--- src/rtl/data_split_pkg.sv ---
// data_split_pkg: definitions shared by the dscope byte serializer and the
// frame counter. These are also usable on the receive side.
//   state_t        - serializer FSM states
//   BYTES_PER_WORD - bytes emitted per 32-bit word
//   cnt_width()    - width of a modulo-FRAME_WORDS counter (minimum 1 bit)
package data_split_pkg;

    typedef enum logic [1:0] {
        ST_IDLE  = 2'd0,
        ST_SYNC  = 2'd1,
        ST_SHIFT = 2'd2
    } state_t;

    localparam int BYTES_PER_WORD = 4;

    function automatic int cnt_width(input int frame_words);
        return (frame_words <= 2) ? 1 : $clog2(frame_words);
    endfunction

endpackage

--- src/rtl/data_split_frame_counter.sv ---
// frame_counter: modulo-FRAME_WORDS word counter.
//   clk, rst - clock, synchronous active-high reset (count returns to 0)
//   i_inc    - advance the count by one, wrapping after FRAME_WORDS-1
//   o_zero   - count is 0 (the next word starts a frame)
//   o_last   - count is FRAME_WORDS-1 (the next increment wraps to 0)
module frame_counter
    import data_split_pkg::*;
#(
    parameter int FRAME_WORDS = 16
) (
    input  logic clk,
    input  logic rst,
    input  logic i_inc,
    output logic o_zero,
    output logic o_last
);

    localparam int CNT_W = cnt_width(FRAME_WORDS);

    logic [CNT_W-1:0] r_cnt;
    logic             w_last;

    assign w_last = (r_cnt == CNT_W'(FRAME_WORDS - 1));
    assign o_last = w_last;
    assign o_zero = (r_cnt == '0);

    always_ff @(posedge clk) begin
        if (rst) begin
            r_cnt <= '0;
        end else if (i_inc) begin
            r_cnt <= w_last ? '0 : r_cnt + CNT_W'(1);
        end
    end

endmodule

--- src/rtl/data_split.sv ---
// data_split: serializes 32-bit words into a paced byte stream, MSB first.
// Each frame of FRAME_WORDS words is preceded by a one-cycle sync strobe.
//   clk, rst   - clock, synchronous active-high reset
//   i_in_data  - word to serialize, [31:24] sent first
//   i_in_vld   - i_in_data valid; transfer when i_in_vld && o_in_rdy
//   o_in_rdy   - block can accept a word (combinational, independent of i_in_vld)
//   i_out_en   - pacing enable, at most one output event per enabled cycle
//   o_data     - output byte (registered), valid while o_wren
//   o_wren     - one-cycle byte strobe
//   o_sync     - one-cycle frame-start strobe, never together with o_wren
//   o_busy     - FSM not idle
module data_split
    import data_split_pkg::*;
#(
    parameter int FRAME_WORDS = 16
) (
    input  logic        clk,
    input  logic        rst,
    input  logic [31:0] i_in_data,
    input  logic        i_in_vld,
    output logic        o_in_rdy,
    input  logic        i_out_en,
    output logic [7:0]  o_data,
    output logic        o_wren,
    output logic        o_sync,
    output logic        o_busy
);

    state_t      r_state, w_state_nxt;
    logic [31:0] r_sh, w_sh_nxt;
    logic [1:0]  r_bcnt, w_bcnt_nxt;
    logic [7:0]  r_data, w_data_nxt;
    logic        r_wren, w_wren_nxt;
    logic        r_sync, w_sync_nxt;
    logic        w_rdy;
    logic        w_inc;
    logic        w_frame_zero;
    logic        w_frame_last;

    frame_counter #(
        .FRAME_WORDS (FRAME_WORDS)
    ) u_frame_counter (
        .clk    (clk),
        .rst    (rst),
        .i_inc  (w_inc),
        .o_zero (w_frame_zero),
        .o_last (w_frame_last)
    );

    always_comb begin
        w_state_nxt = r_state;
        w_sh_nxt    = r_sh;
        w_bcnt_nxt  = r_bcnt;
        w_data_nxt  = r_data;
        w_wren_nxt  = 1'b0;
        w_sync_nxt  = 1'b0;
        w_rdy       = 1'b0;
        w_inc       = 1'b0;
        case (r_state)
            ST_IDLE: begin
                w_rdy = 1'b1;
                if (i_in_vld) begin
                    w_sh_nxt    = i_in_data;
                    w_bcnt_nxt  = 2'd0;
                    w_state_nxt = w_frame_zero ? ST_SYNC : ST_SHIFT;
                end
            end
            ST_SYNC: begin
                // The sync cycle carries no byte: the packer lets sync win
                // over a write arriving in the same cycle.
                if (i_out_en) begin
                    w_sync_nxt  = 1'b1;
                    w_state_nxt = ST_SHIFT;
                end
            end
            ST_SHIFT: begin
                if (i_out_en) begin
                    w_data_nxt = r_sh[31:24];
                    w_wren_nxt = 1'b1;
                    w_sh_nxt   = {r_sh[23:0], 8'h00};
                    w_bcnt_nxt = r_bcnt + 2'd1;
                    if (r_bcnt == 2'(BYTES_PER_WORD - 1)) begin
                        // Accepting during the last byte keeps words gapless.
                        w_inc = 1'b1;
                        w_rdy = 1'b1;
                        if (i_in_vld) begin
                            w_sh_nxt    = i_in_data;
                            w_bcnt_nxt  = 2'd0;
                            w_state_nxt = w_frame_last ? ST_SYNC : ST_SHIFT;
                        end else begin
                            w_state_nxt = ST_IDLE;
                        end
                    end
                end
            end
            default: begin
                w_state_nxt = ST_IDLE;
            end
        endcase
    end

    always_ff @(posedge clk) begin
        if (rst) begin
            r_state <= ST_IDLE;
            r_sh    <= '0;
            r_bcnt  <= '0;
            r_data  <= '0;
            r_wren  <= 1'b0;
            r_sync  <= 1'b0;
        end else begin
            r_state <= w_state_nxt;
            r_sh    <= w_sh_nxt;
            r_bcnt  <= w_bcnt_nxt;
            r_data  <= w_data_nxt;
            r_wren  <= w_wren_nxt;
            r_sync  <= w_sync_nxt;
        end
    end

    assign o_in_rdy = w_rdy;
    assign o_data   = r_data;
    assign o_wren   = r_wren;
    assign o_sync   = r_sync;
    assign o_busy   = (r_state != ST_IDLE);

endmodule
--- config.mk ---
export PLATFORM = sky130hd
export DESIGN_NAME = data_split
export DESIGN_NICKNAME = d
export VERILOG_FILES = /design/src/rtl/data_split_pkg.sv /design/src/rtl/data_split_frame_counter.sv /design/src/rtl/data_split.sv
export SDC_FILE = /design/constraint.sdc
export NUM_CORES = 1
export LEC_CHECK = 0
export CAP_MARGIN = 30
export CORE_UTILIZATION = 44
export DETAILED_ROUTE_END_ITERATION = 6
export MAX_ROUTING_LAYER = met4
export PLACE_DENSITY = 0.7
export RECOVER_POWER = 50
export SYNTH_ARGS = -nofsm -noshare
export SYNTH_HDL_FRONTEND = slang
export SYNTH_SLANG_ARGS = --single-unit
--- constraint.sdc ---
create_clock -name clk -period 3.8 [get_ports clk]
set_clock_uncertainty 0.1 [all_clocks]
set_input_delay 0.38 -clock clk [delete_from_list [all_inputs] [get_ports clk]]
set_output_delay 0.38 -clock clk [all_outputs]
set_load 0.01 [all_outputs]
Word-level counts from Yosys, hierarchy flattened
Index checks and enable logic that the tools add are counted.
Widths: inputs -> output; s select.
{"block": "classes", "add_sub_neg": 2, "multipliers": 0, "div": 0, "n_lt_le_gt_ge": 0, "n_eq_ne": 8, "shift": 0, "n_mux": 24, "bitwise_logic": 2, "reduce_logical": 9}
{"cell": "$mux 32", "count": 4}
{"cell": "$pmux 32 s2", "count": 1}
{"cell": "$mux 2", "count": 11}
{"cell": "$ne 2x2->1 const B", "count": 4}
{"cell": "$pmux 2 s3", "count": 1}
{"cell": "$add 4x1->4 const B", "count": 1}
{"cell": "$eq 2x2->1 const B", "count": 2}
{"cell": "$eq 4x4->1 const B", "count": 1}
{"cell": "$logic_not 4->1", "count": 1}
{"cell": "$mux 1", "count": 4}
{"cell": "$mux 4", "count": 1}
{"cell": "$pmux 2 s2", "count": 1}
{"cell": "$reduce_and 4->1", "count": 1}
{"cell": "$reduce_bool 2->1", "count": 2}
{"cell": "$reduce_or 2->1", "count": 2}
{"cell": "$reduce_and 3->1", "count": 1}
{"cell": "$add 2x1->2 const B", "count": 1}
{"cell": "$eq 2x1->1 const B", "count": 1}
{"cell": "$logic_not 2->1", "count": 1}
{"cell": "$not 1->1", "count": 2}
{"cell": "$pmux 1 s2", "count": 1}
{"cell": "$reduce_and 2->1", "count": 1}
{"block": "word_totals", "register_bits": 50, "latch_bits": 0, "mem_bits_rw": 0, "romBits": 0, "inputBits": 36, "memories": 0}

Longest topological paths before layout
{"block": "depth", "depth_word": 6, "depth_mapped": 7, "mapped_depth_nobuf": 5}

By module
Synthesis repeated with hierarchy kept, for this count alone.
{"block": "hier_totals", "hier_cells": 272, "area_unflattened_um2": 2154.6}
{"module": "data_split", "n_inst": 1, "cells_per_inst": 249, "area_each_um2": 1950.6, "seq_area_each_um2": 920.9}
{"module": "frame_counter", "n_inst": 1, "cells_per_inst": 23, "area_each_um2": 203.9, "seq_area_each_um2": 80.1}

Worst setup path before layout
Ideal clock, no wire load.
{"block": "synth_path", "path_kind": "input -> output", "start": "input i_out_en", "end": "output o_in_rdy", "arrival_time_ns": 1.104, "required_time_ns": 3.320, "slack_ns": 2.216, "stages": 4, "n_path_buf": 2, "path_cell_list": "buf_4 -> clkbuf_1 -> nand2_1 -> a21oi_1"}
{"block": "synth_between", "elab_chain_cells": 2}
{"item": "from (decl)", "line": "data_split.sv:22", "rtl": "input logic i_out_en,"}
{"item": "$mux 1", "line": "data_split.sv:77", "rtl": "if (i_out_en) begin"}
{"item": "$pmux 1 s2", "line": "data_split.sv:59", "rtl": "case (r_state)"}
{"item": "to (decl)", "line": "data_split.sv:21", "rtl": "output logic o_in_rdy,"}
No other way between the ends.

Worst setup path in the final report
{"block": "layout_path", "start": "register r_state[0]", "end": "register r_bcnt[0]"}
{"block": "layout_between", "elab_chain_cells": 3}
{"item": "from (decl)", "line": "data_split.sv:29", "rtl": "state_t r_state, w_state_nxt;"}
{"item": "from (signal assigned)", "line": "data_split.sv:111", "rtl": "r_state <= w_state_nxt;"}
{"item": "$eq 2x2->1 or $logic_not 2->1 (tied branches)", "line": "data_split.sv:59"}
{"item": "$ne 2x2->1 (no line) or $reduce_bool 2->1 (tied branches)"}
{"item": "$reduce_and 3->1 (no line)"}
{"item": "to (signal assigned)", "line": "data_split.sv:113", "rtl": "r_bcnt <= w_bcnt_nxt;"}
{"item": "to (decl)", "line": "data_split.sv:31", "rtl": "logic [1:0] r_bcnt, w_bcnt_nxt;"}
Several ways; a longest one is shown, not always the timed one.
A chain may end at the register's enable or synchronous reset.

==> results by group <==
Yosys
  • Adder-cell share of the synthesized area: 1.58%
  • Largest family of logic cells by synthesized area: simple AND/OR/NAND/NOR gates
  • Mux share of post-synthesis cell area: 1.27%
  • Post-synthesis cell type count: 36
  • Ys async rst share: 0%
  • Mapped Cells: 271
  • Simple-gate area share of the yosys netlist: 25.7%
  • YS warnings: 0
  • Xor and xnor area share after synthesis: 0.369%
  • Syn nets: 310
  • Flip-flop and latch count after synthesis: 50
  • Post-synth EDFFs: 0
  • Compound-Gate Fraction of Synth Area: 21.0%
  • Synthesized area: ~2400 sq um
  • Main flop type after synthesis: dfxtp_1
  • Mean area per synthesized cell: 8.75 sq um
  • Seq/Total Area, Yosys: 42.2%

Min path
  • Hold_sp: rst
  • Worst Hold End: u_frame_counter.r_cnt[0]$_SDFFE_PP0P_
  • Hold Path Class: in2reg
  • Worst Hold Path Cells: 2

Critical path
  • Worst Path Max Fanout: 38
  • Startpoint types: register
  • Register-to-register setup slack: just under 1 ns
  • WS Path Type: reg2reg
  • Worst R2R End: r_bcnt[0]$_SDFFE_PP0P_
  • Worst r2r src: r_state[0]$_SDFFE_PP0P_
  • Worst reg2reg path depth: 4
  • CP Data Required Time: roughly 3.9 ns
  • Crit. End Element: register
  • CP arrival: around 3.0 ns

Clock network
  • Clock Path Buffers: 2
  • PostCTS Resize Cnt: 0
  • H-tree levels: 2
  • CTS Hold Buffers Added: 0
  • # Post-CTS Setup Buffers: 0
  • TritonCTS Buffers: 5
  • Root buf cell: clkbuf_8
  • Clk_lat worst skew: 0.30 ns
  • Clock slew at reported path FFs: 0.08 ns
  • Clock Sinks: 50
  • TritonCTS clock tree: done

Die
  • Core Area: ~5000 sq um
  • I/O pin cnt: 48
  • Starting Density: 46.2%
  • Die Wd: 75.4 microns
  • Rows: 26
  • Die ar.: ~5700 sq um
  • Height of the chip: around 75 microns

Pwr
  • Max VDD drop: 233 uV
  • P_leak: 1.06 nW
  • Cell Pwr Density: 618 nW/um^2

Routing
  • Wirelength per Cell: 12.9 microns
  • WL final: 4.81 mm
  • Via count: 1985
  • Remaining antenna violation count: 0
  • DRT iter0 DRCs: 159
  • First-pass DRT Iterations: 4
  • DRC viols: 0
  • DR vias/cell: 5.32

Placed design
  • Dpl cells: 365
  • Placed Instance Area: 2780 sq um
  • IO buf count: 47
  • DP Wirelength: 3.10 mm
  • Routability cong.: 0.712

Timing
  • Max Clk Rate: around 0.35 GHz
  • Worst rel slew slack: 10.4%
  • Setup TNS: 0 ns
  • RSZ-0062 raised after global routing: no
  • Max-slew violations: 0
  • Worst-margin pin slew: 1.34 ns
  • Period utilization: 74.3%
  • Crit path time final: 2.82 ns
  • Final Hold Fails: 0
  • Final setup viols: 0

Global route
  • First-pass GRT wire length: about 8.1 mm
  • GRT busiest layer: met2
  • Total gr overflow: 0
  • Largest net degree at the start of global routing: 58
  • Met3 Track Usage GR: roughly 4.4%
  • GR Util met2: a little under a third
  • GR Util All Layers: 19.5%
  • Antenna violations before repair: 0
  • Met1 Use GR: 25.6%
  • Vias in the first global route: between 1500 and 2000

Job
  • Max-cap check violation count: 0

Final layout
  • Share of cells above drive strength 1: between 10 and 15%
  • Nets: 341
  • Area Overhead vs Synth: 21.1%
  • Final instance area: 2870 sq um
  • Ant diodes: 0
  • Non-filler cells, final: 373

Run status
  • Status: complete, no violations
stage by stage:
stage	total power, mW	utilization (%)	setup slack, ns	hold slack, ns
after global placement	1.46	53.8	1.16	0.338
final	1.78	55.9	0.975	0.316
after floorplan	1.39	-	2.22	0.332
after CTS	1.80	55.9	1.24	0.307
after global routing	1.91	55.9	0.743	0.327
after detailed placement	1.48	54.2	1.13	0.345
power breakdown:
group          switching, mW  total [mW]  internal [mW]
Clock                  0.170       0.318          0.147
Combinational          0.415       0.706          0.291
Sequential            0.0926       0.751          0.659
Total                  0.678        1.78           1.10
sequential cells by signal, indices dropped and copies added (netlist names):
| name | count |
|---|---|
| r_sh | 32 |
| r_bcnt | 2 |
| o_sync | 1 |
| u_frame_counter.r_cnt | 4 |
| r_state | 2 |
| o_data | 8 |
| o_wren | 1 |
worst max path at each step:
stage	start	end	slack [ns]	cells past startpoint
after floorplan	i_out_en	o_in_rdy	2.22	4
after global placement	i_out_en	r_sh[29]$_SDFFE_PP0P_	1.16	6
after detailed placement	i_out_en	r_sh[18]$_SDFFE_PP0P_	1.13	6
after CTS	i_out_en	o_in_rdy	1.24	4
after global routing	r_state[1]$_SDFFE_PP0P_	r_bcnt[0]$_SDFFE_PP0P_	0.74	4
final	r_state[0]$_SDFFE_PP0P_	r_bcnt[0]$_SDFFE_PP0P_	0.98	4
critical path: stages (launching register included):
cell and delay (ns):
dfxtp_1 0.46, and2b_1 1.16, nand2_4 0.45, or3_1 0.46, a21oi_1 0.12
routing by layer:
layer | up-vias | share of wire [%]
met4 | 0 | 1.2
met1 | 909 | 49
met3 | 5 | 3.7
met5 | - | 0
met2 | 48 | 46
li1 | 1023 | -
logic make-up after synthesis:
logic type               Yosys count
AO/OA/AOI/OAI                     53
XOR/XNOR                           1
adder cells (fa/ha/maj)            3
buffers and inverters             28
flip-flops                        50
multiplexers                       3
AND/OR/NAND/NOR                  133
cell usage after synthesis (3+ instances only):
master | number | area (sq um)
a21oi_1 | 22 | 110
a311oi_1 | 4 | 35.0
a311oi_2 | 20 | 300
buf_2 | 9 | 45.0
buf_4 | 6 | 45.0
buf_8 | 3 | 45.0
clkbuf_1 | 5 | 18.8
dfxtp_1 | 50 | 1000
ha_1 | 3 | 37.5
inv_1 | 3 | 11.3
mux2i_1 | 3 | 30.0
nand2_1 | 45 | 169
nand3_1 | 42 | 210
nor2_1 | 30 | 113
final cells by class:
| cell class | count | area (sq um) |
|---|---|---|
| clock buffers | 7 | 86.3 |
| clock inverters | 1 | 5.00 |
| fillers | 511 | 2270 |
| inverters | 3 | 11.3 |
| multi-input cells | 193 | 1190 |
| flip-flops and latches | 50 | 1000 |
| well taps | 70 | 87.6 |
| repair buffers | 49 | 493 |
cells in the final DEF, fill, tap and decap left out, drive strengths merged, types with 2 or more instances in the layout:
master | synthesis | final
nand2 | 47 | 47
dfxtp | 50 | 50
clkbuf | 5 | 7
a21o | 2 | 2
nand4 | 2 | 2
ha | 3 | 3
nor2 | 30 | 30
buf | 20 | 3
dlygate4sd3 | 0 | 12
inv | 3 | 3
a21oi | 22 | 22
clkdlybuf4s50 | 0 | 34
a311oi | 24 | 24
mux2i | 3 | 3
or3 | 2 | 2
nand3 | 42 | 42
or2 | 2 | 2
Power figures use the tool's default switching activity.
